### config.mk
export PLATFORM = sky130hd
export DESIGN_NAME = led_fade_pwm
export DESIGN_NICKNAME = d
export VERILOG_FILES = /design/src/rtl/led_pkg.sv /design/src/rtl/led_pwm_channel.sv /design/src/rtl/led_fade_pwm.sv
export SDC_FILE = /design/constraint.sdc
export NUM_CORES = 1
export LEC_CHECK = 0
export ABC_AREA = 1
export ABC_CLOCK_PERIOD_IN_PS = 4500
export CAP_MARGIN = 20
export CELL_PAD_IN_SITES_DETAIL_PLACEMENT = 0
export CELL_PAD_IN_SITES_GLOBAL_PLACEMENT = 2
export CORE_MARGIN = 1.5
export CORE_UTILIZATION = 42
export DETAILED_ROUTE_END_ITERATION = 7
export DONT_BUFFER_PORTS = 1
export GPL_ROUTABILITY_DRIVEN = 0
export HOLD_SLACK_MARGIN = 0.1
export PLACE_DENSITY = 0.95
export SYNTH_ARGS = -nofsm -noshare
export SYNTH_HDL_FRONTEND = slang
export SYNTH_SLANG_ARGS = --single-unit
### constraint.sdc
create_clock -name clk -period 4.5 [get_ports clk]
set_clock_uncertainty 0.15 [all_clocks]
set_input_delay 1.35 -clock clk [delete_from_list [all_inputs] [get_ports clk]]
set_output_delay 1.35 -clock clk [all_outputs]
set_load 0.02 [all_outputs]
### src/rtl/led_pkg.sv
// Shared constants and helpers for the LED fade/PWM stage.
package led_pkg;

   localparam int LED_N        = 8;
   localparam int PWM_BITS_DEF = 8;

   function automatic int pwm_max(input int bits);
      return (1 << bits) - 1;
   endfunction

   // Pin level that leaves every LED dark for the given output polarity.
   function automatic logic [LED_N:1] inactive_level(input bit active_low);
      return active_low ? {LED_N{1'b1}} : {LED_N{1'b0}};
   endfunction

endpackage

### src/rtl/led_pwm_channel.sv
// One LED channel: brightness level with set/fade, period-latched shadow and PWM compare.
module led_pwm_channel
   import led_pkg::*;
#(
   parameter int PWM_BITS  = PWM_BITS_DEF,
   parameter int FADE_STEP = 4
) (
   input  logic                clk,
   input  logic                rst_n,
   input  logic                enable_i,
   input  logic                set_i,
   input  logic                fade_tick_i,
   input  logic                shadow_load_i,
   input  logic [PWM_BITS-1:0] pwm_cnt_i,
   output logic [PWM_BITS-1:0] level_o,
   output logic                on_o
);

   localparam logic [PWM_BITS-1:0] MAX  = PWM_BITS'(pwm_max(PWM_BITS));
   localparam logic [PWM_BITS-1:0] STEP = PWM_BITS'(FADE_STEP);

   logic [PWM_BITS-1:0] level_q, level_d;
   logic [PWM_BITS-1:0] shadow_q, shadow_d;

   // A lit input always wins over a coincident fade tick.
   always_comb begin
      level_d = level_q;
      if (!enable_i)
         level_d = '0;
      else if (set_i)
         level_d = MAX;
      else if (fade_tick_i)
         level_d = (int'(level_q) > FADE_STEP) ? level_q - STEP : '0;
      shadow_d = shadow_load_i ? level_q : shadow_q;
   end

   always_ff @(posedge clk or negedge rst_n) begin
      if (!rst_n) begin
         level_q  <= '0;
         shadow_q <= '0;
      end else begin
         level_q  <= level_d;
         shadow_q <= shadow_d;
      end
   end

   assign level_o = level_q;
   assign on_o    = shadow_q > pwm_cnt_i;

endmodule

### src/rtl/led_fade_pwm.sv
// Comet-tail LED driver: per-LED PWM whose brightness jumps to full on a lit input
// and decays linearly once the chaser moves on.
module led_fade_pwm
   import led_pkg::*;
#(
   parameter int PWM_BITS       = PWM_BITS_DEF,
   parameter int FADE_DIV       = 195312,
   parameter int FADE_STEP      = 4,
   parameter bit OUT_ACTIVE_LOW = 1'b0
) (
   input  logic             clk,
   input  logic             rst_n,
   input  logic             enable,
   input  logic [LED_N:1]   led_in,
   output logic [LED_N:1]   led_out,
   output logic             busy
);

   localparam int                  MAXV      = pwm_max(PWM_BITS);
   localparam int                  TICK_W    = (FADE_DIV > 1) ? $clog2(FADE_DIV) : 1;
   localparam logic [TICK_W-1:0]   TICK_LAST = TICK_W'(FADE_DIV - 1);
   localparam logic [PWM_BITS-1:0] PWM_LAST  = PWM_BITS'(MAXV - 1);
   localparam logic [LED_N:1]      INACTIVE  = inactive_level(OUT_ACTIVE_LOW);

   logic [LED_N:1]      led_q;
   logic [TICK_W-1:0]   tick_cnt_q, tick_cnt_d;
   logic [PWM_BITS-1:0] pwm_cnt_q, pwm_cnt_d;
   logic [LED_N:1]      led_out_q, led_out_d;
   logic                busy_q, busy_d;

   logic                fade_tick;
   logic                period_end;
   logic [LED_N:1]      on;
   logic [LED_N:1]      nz;
   logic [PWM_BITS-1:0] level [LED_N:1];

   assign fade_tick  = tick_cnt_q == TICK_LAST;
   assign period_end = pwm_cnt_q == PWM_LAST;

   // Both counters free-run; enable and led_in only gate the channels.
   always_comb begin
      tick_cnt_d = fade_tick  ? '0 : tick_cnt_q + 1'b1;
      pwm_cnt_d  = period_end ? '0 : pwm_cnt_q + 1'b1;
      led_out_d  = enable ? (on ^ INACTIVE) : INACTIVE;
      busy_d     = |nz;
   end

   always_ff @(posedge clk or negedge rst_n) begin
      if (!rst_n) begin
         led_q      <= '0;
         tick_cnt_q <= '0;
         pwm_cnt_q  <= '0;
         led_out_q  <= INACTIVE;
         busy_q     <= 1'b0;
      end else begin
         led_q      <= led_in;
         tick_cnt_q <= tick_cnt_d;
         pwm_cnt_q  <= pwm_cnt_d;
         led_out_q  <= led_out_d;
         busy_q     <= busy_d;
      end
   end

   for (genvar i = 1; i <= LED_N; i++) begin : g_ch
      led_pwm_channel #(
         .PWM_BITS  (PWM_BITS),
         .FADE_STEP (FADE_STEP)
      ) u_ch (
         .clk           (clk),
         .rst_n         (rst_n),
         .enable_i      (enable),
         .set_i         (led_q[i]),
         .fade_tick_i   (fade_tick),
         .shadow_load_i (period_end),
         .pwm_cnt_i     (pwm_cnt_q),
         .level_o       (level[i]),
         .on_o          (on[i])
      );
      assign nz[i] = |level[i];
   end

   assign led_out = led_out_q;
   assign busy    = busy_q;

endmodule

After elaboration in Yosys (flattened, before gate mapping)
Cells that the tools add are included.
{"block": "op_classes", "n_addsub": 10, "n_lt_le_gt_ge": 16, "eq_ne": 10, "muxes": 35, "reduce_logical": 1}
{"operator": "8-bit two-way mux", "count": 34}
{"operator": "8-bit by 3-bit greater-than comparator with 1-bit output, second input constant", "count": 8}
{"operator": "8-bit greater-than comparator", "count": 8}
{"operator": "64-bit OR reduction", "count": 1}
{"operator": "8-bit by 3-bit subtractor with 8-bit output, second input constant", "count": 8}
{"operator": "3-bit by 1-bit != test with 1-bit output, second input constant", "count": 8}
{"operator": "18-bit by 1-bit adder with 18-bit output, second input constant", "count": 1}
{"operator": "18-bit equality test, second input constant", "count": 1}
{"operator": "18-bit two-way mux", "count": 1}
{"operator": "8-bit by 1-bit adder with 8-bit output, second input constant", "count": 1}
{"operator": "8-bit equality test, second input constant", "count": 1}
{"block": "totals", "regBits": 171, "inputBits": 11, "wordCells": 93}

Logic depth before layout (Yosys ltp)
Gate-level depths: netlist of the first run.
{"block": "logic_depth", "ltp_word": 5, "mapped_depth": 11, "ltp_nobuf": 11}

Cells and area by module
Synthesis of the first run repeated with hierarchy kept, for this count alone.
{"block": "unflattened", "hier_cells": 1261, "area_unflattened_um2": 9547.9}
{"mod": "led_pwm_channel", "n_inst": 8, "cells_each": 122, "area_per_inst_um2": 920.9}
{"mod": "led_fade_pwm", "n_inst": 1, "cells_each": 285, "area_per_inst_um2": 2180.8}

Least setup slack after synthesis of the first run
No wires, ideal clock.
{"block": "synth_path", "path_kind": "in2reg", "start": "in enable", "end": "reg g_ch[1].u_ch.level_q[7]", "arrival_time_ns": 2.193, "required_time_ns": 4.232, "setup_slack_ns": 2.039, "stages": 6, "path_buffers": 1, "cell_sequence": "buf_2 > inv_2 > nor2_1 > nand2_1 > nand3_1 > nand2_1"}
{"block": "synth_between", "elab_chain_len": 1}
{"element": "start, declared", "line_no": "led_fade_pwm.sv:13", "rtl": "input logic enable,"}
{"element": "3-bit by 1-bit != test with 1-bit output (no line) or 8-bit two-way mux (tied branches)"}
{"element": "end signal, assigned", "line_no": "led_pwm_channel.sv:42", "rtl": "level_q <= level_d;"}
{"element": "end, declared", "line_no": "led_pwm_channel.sv:22", "rtl": "logic [PWM_BITS-1:0] level_q, level_d;"}
Parallel ways exist; a longest one is shown, timed or not.
A chain may end at the register's enable or synchronous reset.

Final worst setup path of the first run
{"block": "layout_path", "start": "reg pwm_cnt_q[0]", "end": "reg g_ch[2].u_ch.shadow_q[6]"}
{"block": "layout_between", "elab_chain_len": 1}
{"element": "start, declared", "line_no": "led_fade_pwm.sv:27", "rtl": "logic [PWM_BITS-1:0] pwm_cnt_q, pwm_cnt_d;"}
{"element": "start signal, assigned", "line_no": "led_fade_pwm.sv:58", "rtl": "pwm_cnt_q <= pwm_cnt_d;"}
{"element": "8-bit equality test", "line_no": "led_fade_pwm.sv:38", "rtl": "assign period_end = pwm_cnt_q == PWM_LAST;"}
{"element": "end signal, assigned", "line_no": "led_pwm_channel.sv:43", "rtl": "shadow_q <= shadow_d;"}
{"element": "end, declared", "line_no": "led_pwm_channel.sv:23", "rtl": "logic [PWM_BITS-1:0] shadow_q, shadow_d;"}
Every way passes these cells.

==> results of run 1 <==
-- synth_stat cells (all sizes together) --
cell and instances:
clkinv 1, o21ai 82, nand2 361, o21a 8, o21bai 2, nand3 146, inv 123, nor2 88
nand3b 1, a21oi 53, nor3 16, clkbuf 9, xnor2 2, a31oi 1, xor2 11, ha 83
buf 16, and3 1, nand4 20, dfrtp 155
-- metrics by stage --
stage / cell area [µm²] / utilization (%) / std cells / hold WS (ns) / power (mW)
after detailed placement: 9321 / 44.06 / 1430 / 0.3089 / 2.047
after global routing: 9908 / 46.84 / 1461 / 0.3371 / 3.660
after global placement: 9321 / 44.06 / 1430 / 0.3033 / 2.050
final: 9908 / 46.84 / 1461 / 0.3200 / 3.469
after CTS: 9908 / 46.84 / 1461 / 0.3255 / 3.519
after floorplan: 9138 / - / 1179 / 0.2809 / 1.929
-- layout by cell type, fill, tap and decap left out, drive strengths merged, types with 3 or more instances in the layout --
master / instances
a21oi: 53
clkbuf: 21
clkinv: 3
clkinvlp: 5
dfrtp: 155
ha: 83
inv: 124
nand2: 361
nand3: 146
nand4: 20
nor2: 88
nor3: 16
o21a: 8
o21ai: 82
xor2: 11
-- layer usage --
metal  vias up  routed length (µm)
met4         0                 150
li1       3861                   -
met1      3494               10140
met2        98                9927
met5         -                   0
met3        13                 632
-- worst max-delay path, stage by stage, from the launching register on --
cell     delay [ns]
dfrtp_1        0.68
inv_1          0.10
ha_1           0.22
nand2_1        0.06
nor2_1         0.06
nand2_4        0.65
buf_4          0.44
nand2_1        0.08
o21ai_1        0.09
-- registers in the layout, indices dropped and copies added (netlist names) --
register,count
busy,1
g_ch.u_ch.level_o,56
g_ch.u_ch.shadow_q,56
led_out,8
led_q,8
pwm_cnt_q,8
tick_cnt_q,18
-- kinds of logic after synthesis --
family	Yosys count	synth area share, %
AND/OR/NAND/NOR	633	29.41
flip-flops	155	42.45
buffers and inverters	149	6.997
AO/OA/AOI/OAI	146	8.531
adder cells (fa/ha/maj)	83	11.37
XOR/XNOR	13	1.246
-- power by group --
part	total (mW)	leakage [nW]	switching, mW	internal, mW
clock network	1.45	0.274	0.591	0.858
logic	0.469	2.90	0.307	0.163
registers	1.55	2.03	0.0834	1.47
-- layout make-up --
cell class	instances	share of cell area [%]
tap	275	3.473
clock buffer	21	4.748
inverter	124	4.710
clock inverter	10	1.174
sequential	155	39.15
multi-input combinational	875	46.67
timing repair buffer	1	0.07577
-- worst min path at each step --
stage | start | to | cells after the start
after floorplan | tick_cnt_q[0] | tick_cnt_q[0] | 1
after global placement | tick_cnt_q[0] | tick_cnt_q[0] | 1
after detailed placement | g_ch[1].u_ch.level_o[0] | g_ch[1].u_ch.level_o[0] | 2
after CTS | g_ch[1].u_ch.level_o[0] | g_ch[1].u_ch.level_o[0] | 2
after global routing | g_ch[5].u_ch.level_o[0] | g_ch[5].u_ch.level_o[0] | 2
final | g_ch[1].u_ch.level_o[0] | g_ch[1].u_ch.level_o[0] | 2
==> impl_results.md, run 1 <==
- Pleak: 5.204 nW
- Antenna diodes: 0
- Critical Path AT: 2.82 ns
- Syn_nets: 1273
- Slack of the worst reg-to-reg path: 1.87 ns
- Worst setup margin: 1.871 ns
- GRT overflow: 0
- CP Launch Type: register
- RR Startpoint: pwm_cnt_q[0]
- Pre-antenna DRT Iters: 5
- Area grow syn2layout: 8.435%
- Layout fillers: 2111
- Post-synthesis cell type count: 30
- Vias per inst: 5.110
- Cell Pwr Density: 350.1 nW/µm²
- Die ar.: 22650 µm²
- Remaining DRCs: 0
- Max IR drop VDD: 195.6 µV
- Worst-path maximum fanout: 80
- Count of input and output buffers: 0
- Num CTS Buffers: 17
- Post-detail-place hpwl: 13.95 mm
- Area of the multi-input gates: 4624 µm²
- Wire per inst: 14.27 µm
- Share of the synthesized area in the top cell type: 42.45%
- Setup crit end: g_ch[2].u_ch.shadow_q[6]
- FMAX: 0.3804 GHz
- Clk_lat worst skew: 0.43 ns
- Final Max Slew Viols: 0
- Min Tclk post-route: 2.629 ns
- Run status: finished, final reports clean
- Reg clk slew, reported paths: 0.06 ns
- Tot GR Track Use: 19.76%
- Yosys reg bits: 155
- Endpoint class of the critical path: register
- First-pass GRT wire length: 34.92 mm
- Setup tns final: 0 ns
- Postcts setup bufs: 0
- Met3 Usage GRT: 3.485%
- Kind of critical path: register to register
- Initial Util: 43.20%
- Cell type with the highest aggregate area in the netlist: dfrtp_1
- Storage cell area: 3879 µm²
- Mapped Cells: 1179
- Total of warnings raised by yosys: 0
- Met2 Use GR: 32.39%
- Mapped Area: 9138 µm²
- Required @ worst endpoint: 4.69 ns
- Pre-CTS setup slack: 1.825 ns
- Vias in the first global route: 7033
- Cell count of the worst reg-to-reg path: 8
- Core Rows: 53
- Detailed router's first-iteration violation count: 436
- Nets: 1268
- Routed Antenna Nets: 0
- Clock root buffer: clkbuf_16
- Share of cells above drive strength 1: 4.384%
- Endpoints failing setup: 0
- Unrepaired setup endpoints after global routing: false
- Top area cells in the synthesized netlist: dfrtp_1 (42%), nand2_1 (15%), ha_1 (11%)
- Final Hold Viols: 0
- Total number of vias: 7466
- Largest net degree at the start of global routing: 156
- Post-synthesis area per instance: 7.750 µm²
- Ratio of final minimum period to clock period: 58.41%
- Seq/Total Area, Yosys: 42.45%
- Detailed Route WL: 20.85 mm
- Initial antenna violation count: 0
- # hold bufs at CTS: 0
- Total core area: 21150 µm²
- CTS H-Tree Depth: 4
- Die span in x: 150.5 µm
- Worst-Margin Slew: 0.8124 ns
- I/O Pins: 20
- CTS tree: yes
- Met1 GRT Util: 26.95%
- DIE HEIGHT: 150.5 µm
- Critical Path Source: pwm_cnt_q[0]
- Max clock buf depth: 2
- Slew HR: 45.79%
- Top Usage Layer GRT: met2
- Sink Count: 155
- Maxcap violations: 0
- Reg2reg end: g_ch[2].u_ch.shadow_q[6]
- Worst Hold Class: register to register
- Post-CTS Resized: 0
(Power assumes the default switching activity.)
==> run 2: changes to the inputs <==
ABC_CLOCK_PERIOD_IN_PS = 2300   (was 4500)
CORE_UTILIZATION = 35   (was 42)
PLACE_DENSITY = 0.85   (was 0.95)
clock period = 2.3 ns   (was 4.5 ns; I/O delays follow)
==> run 2 against run 1 <==
Against the previous run: the run now ends with hold timing left; setup slack lost 1.6 ns; register-to-register slack worse by 1.6 ns; sequential share of layout area decreased by 0.82 points; first-iteration DRC count shrank 3.7%; routed wire length is 6.4% higher; cell count up 4.9%; clock power up 92%; critical path type unchanged.
==> impl_results.md, run 2 (synthesized netlist as in run 1, its figures left out) <==
- Run status: finished with violations
- Failing checks: hold timing
- Hold WS: -0.1928 ns
- Placed inst area: 9540 µm²
- Clk_lat worst skew: 0.43 ns
- Power Total: 6.768 mW
- Sink Count: 155
- Setup tns final: 0 ns
- Finished Layout Cells: 1532
- CTS tree: yes
- Die ar.: 27080 µm²
- Vias per inst: 4.886
- Max IR drop VDD: 296.3 µV
- Initial antenna violation count: 0
- Slack of the worst reg-to-reg path: 0.28 ns
- Worst Hold Class: input pin to async pin
- Min Tclk post-route: 2.022 ns
- Post-Place Cells: 1500
- Commonest non-fill, non-tap cell in the layout: nand2_1
- Initial Util: 35.98%
- Worst-Margin Slew: 0.5591 ns
- Detailed Route WL: 22.18 mm
- Pre-antenna DRT Iters: 5
- Maxcap violations: 0
- FMAX: 0.4945 GHz
- Share of cells above drive strength 1: 5.574%
- Wire per inst: 14.47 µm
- Worst path depth: 10
- Tot GR Track Use: 17.61%
- WP buf/inv: 2
- Antenna diodes: 0
- Critical Path Source: tick_cnt_q[0]
- Reg clk slew, reported paths: 0.07 ns
- Worst-path maximum fanout: 27
- Pleak: 5.289 nW
- RR Startpoint: tick_cnt_q[0]
- Area grow syn2layout: 10.76%
- Largest net degree at the start of global routing: 156
- Cell Pwr Density: 668.7 nW/µm²
- Num CTS Buffers: 17
- Setup crit end: g_ch[2].u_ch.level_o[5]
- Required @ worst endpoint: 2.47 ns
- Core Rows: 58
- Clock root buffer: clkbuf_16
- Count of input and output buffers: 0
- CP most frequent cell: nand2_1
- Total core area: 25400 µm²
- Slew HR: 62.59%
- Critical Path Slowest Stage Cell: dfrtp_1
- Postcts setup bufs: 0
- Area of the multi-input gates: 4624 µm²
- First-pass GRT wire length: 37.20 mm
- Final Hold Viols: 155
- Endpoint class of the critical path: register
- Max clock buf depth: 2
- Most frequent cells in the layout: nand2_1 (355), dfrtp_1 (155), nand3_1 (146)
- Top delay family on crit path: simple AND/OR/NAND/NOR gates
- CP Launch Type: register
- Reg2reg end: g_ch[2].u_ch.level_o[5]
- GRT overflow: 0
- Max incr delay on CP: 0.40 ns
- Cell count of the worst reg-to-reg path: 10
- Total number of vias: 7486
- Post-detail-place hpwl: 15.48 mm
- I/O Pins: 20
- CTS H-Tree Depth: 4
- CP Cell Sequence: ha_1 > nand2_1 > inv_2 > nand2_1 > nor2_2 > nand2_4 > buf_4 > nand2_4 > nand3_1 > nand2_1
- Kind of critical path: register to register
- DIE HEIGHT: 164.6 µm
- Detailed router's first-iteration violation count: 420
- Endpoints failing setup: 0
- Final instance area: 10120 µm²
- Remaining DRCs: 0
- Ratio of final minimum period to clock period: 87.92%
- Nets: 1283
- Storage cell area: 3879 µm²
- Die span in x: 164.6 µm
- Critical Path AT: 2.19 ns
- Unrepaired setup endpoints after global routing: false
- Post-CTS Resized: 0
- Final Max Slew Viols: 0
- Post-layout utilization of the core: 39.85%
- Layout fillers: 2627
- Vias in the first global route: 7243
- Routed Antenna Nets: 0
## run 2: changes by cell type in the layout (fill, tap and decap cells not counted)
| cell | change |
|---|---|
| bufinv_16 | -1 |
| clkinvlp_4 | -1 |
| buf_4 | +12 |
| clkinv_4 | +1 |
| buf_12 | +3 |
| inv_6 | +2 |
| clkinv_2 | -2 |
| inv_8 | +1 |
| clkbuf_1 | +1 |
## run 2: report_power, final
group	leakage [nW]	internal [mW]	switching [mW]	total (mW)
Sequential	2.03	2.87	0.162	3.03
Clock	0.272	1.60	1.19	2.79
Combinational	2.99	0.326	0.621	0.948
Total	5.29	4.79	1.98	6.77
## run 2: worst reg2reg max path, cell delays in order, from the launching register on
cell	delay, ns
dfrtp_1	0.40
ha_1	0.21
nand2_1	0.07
inv_2	0.04
nand2_1	0.11
nor2_2	0.07
nand2_4	0.29
buf_4	0.30
nand2_4	0.10
nand3_1	0.11
nand2_1	0.06
## run 2: final cells by class
cell class | instances | area share [%]
Clock buffer | 22 | 4.685
Timing Repair Buffer | 16 | 1.558
Clock inverter | 10 | 1.051
Multi-Input combinational cell | 875 | 45.69
Inverter | 124 | 4.611
Tap cell | 330 | 4.080
Sequential cell | 155 | 38.32
## run 2: how the worst min path moves through the flow
stage / end
floorplan: busy
global placement: led_out[8]
detailed placement: led_out[8]
CTS: led_out[8]
global route: led_out[8]
finish: led_out[8]
## run 2: per-layer routing
metal	part of all wire, %	GRT usage [%]	vias up	wire (µm)
met5	0	0	-	0
met3	2.3	2.662	22	503
li1	-	-	3886	-
met2	46	28.71	78	10270
met4	1.3	4.832	0	284
met1	50	24.25	3500	11110
## run 2: stage by stage
| step | setup WS, ns | hold WS, ns |
|---|---|---|
| global placement | 0.3115 | 0.2501 |
| floorplan | 0.4985 | 0.2444 |
| CTS | 0.2690 | -0.2100 |
| global route | 0.07901 | -0.2168 |
| finish | 0.2779 | -0.1928 |
| detailed placement | 0.2819 | 0.2520 |
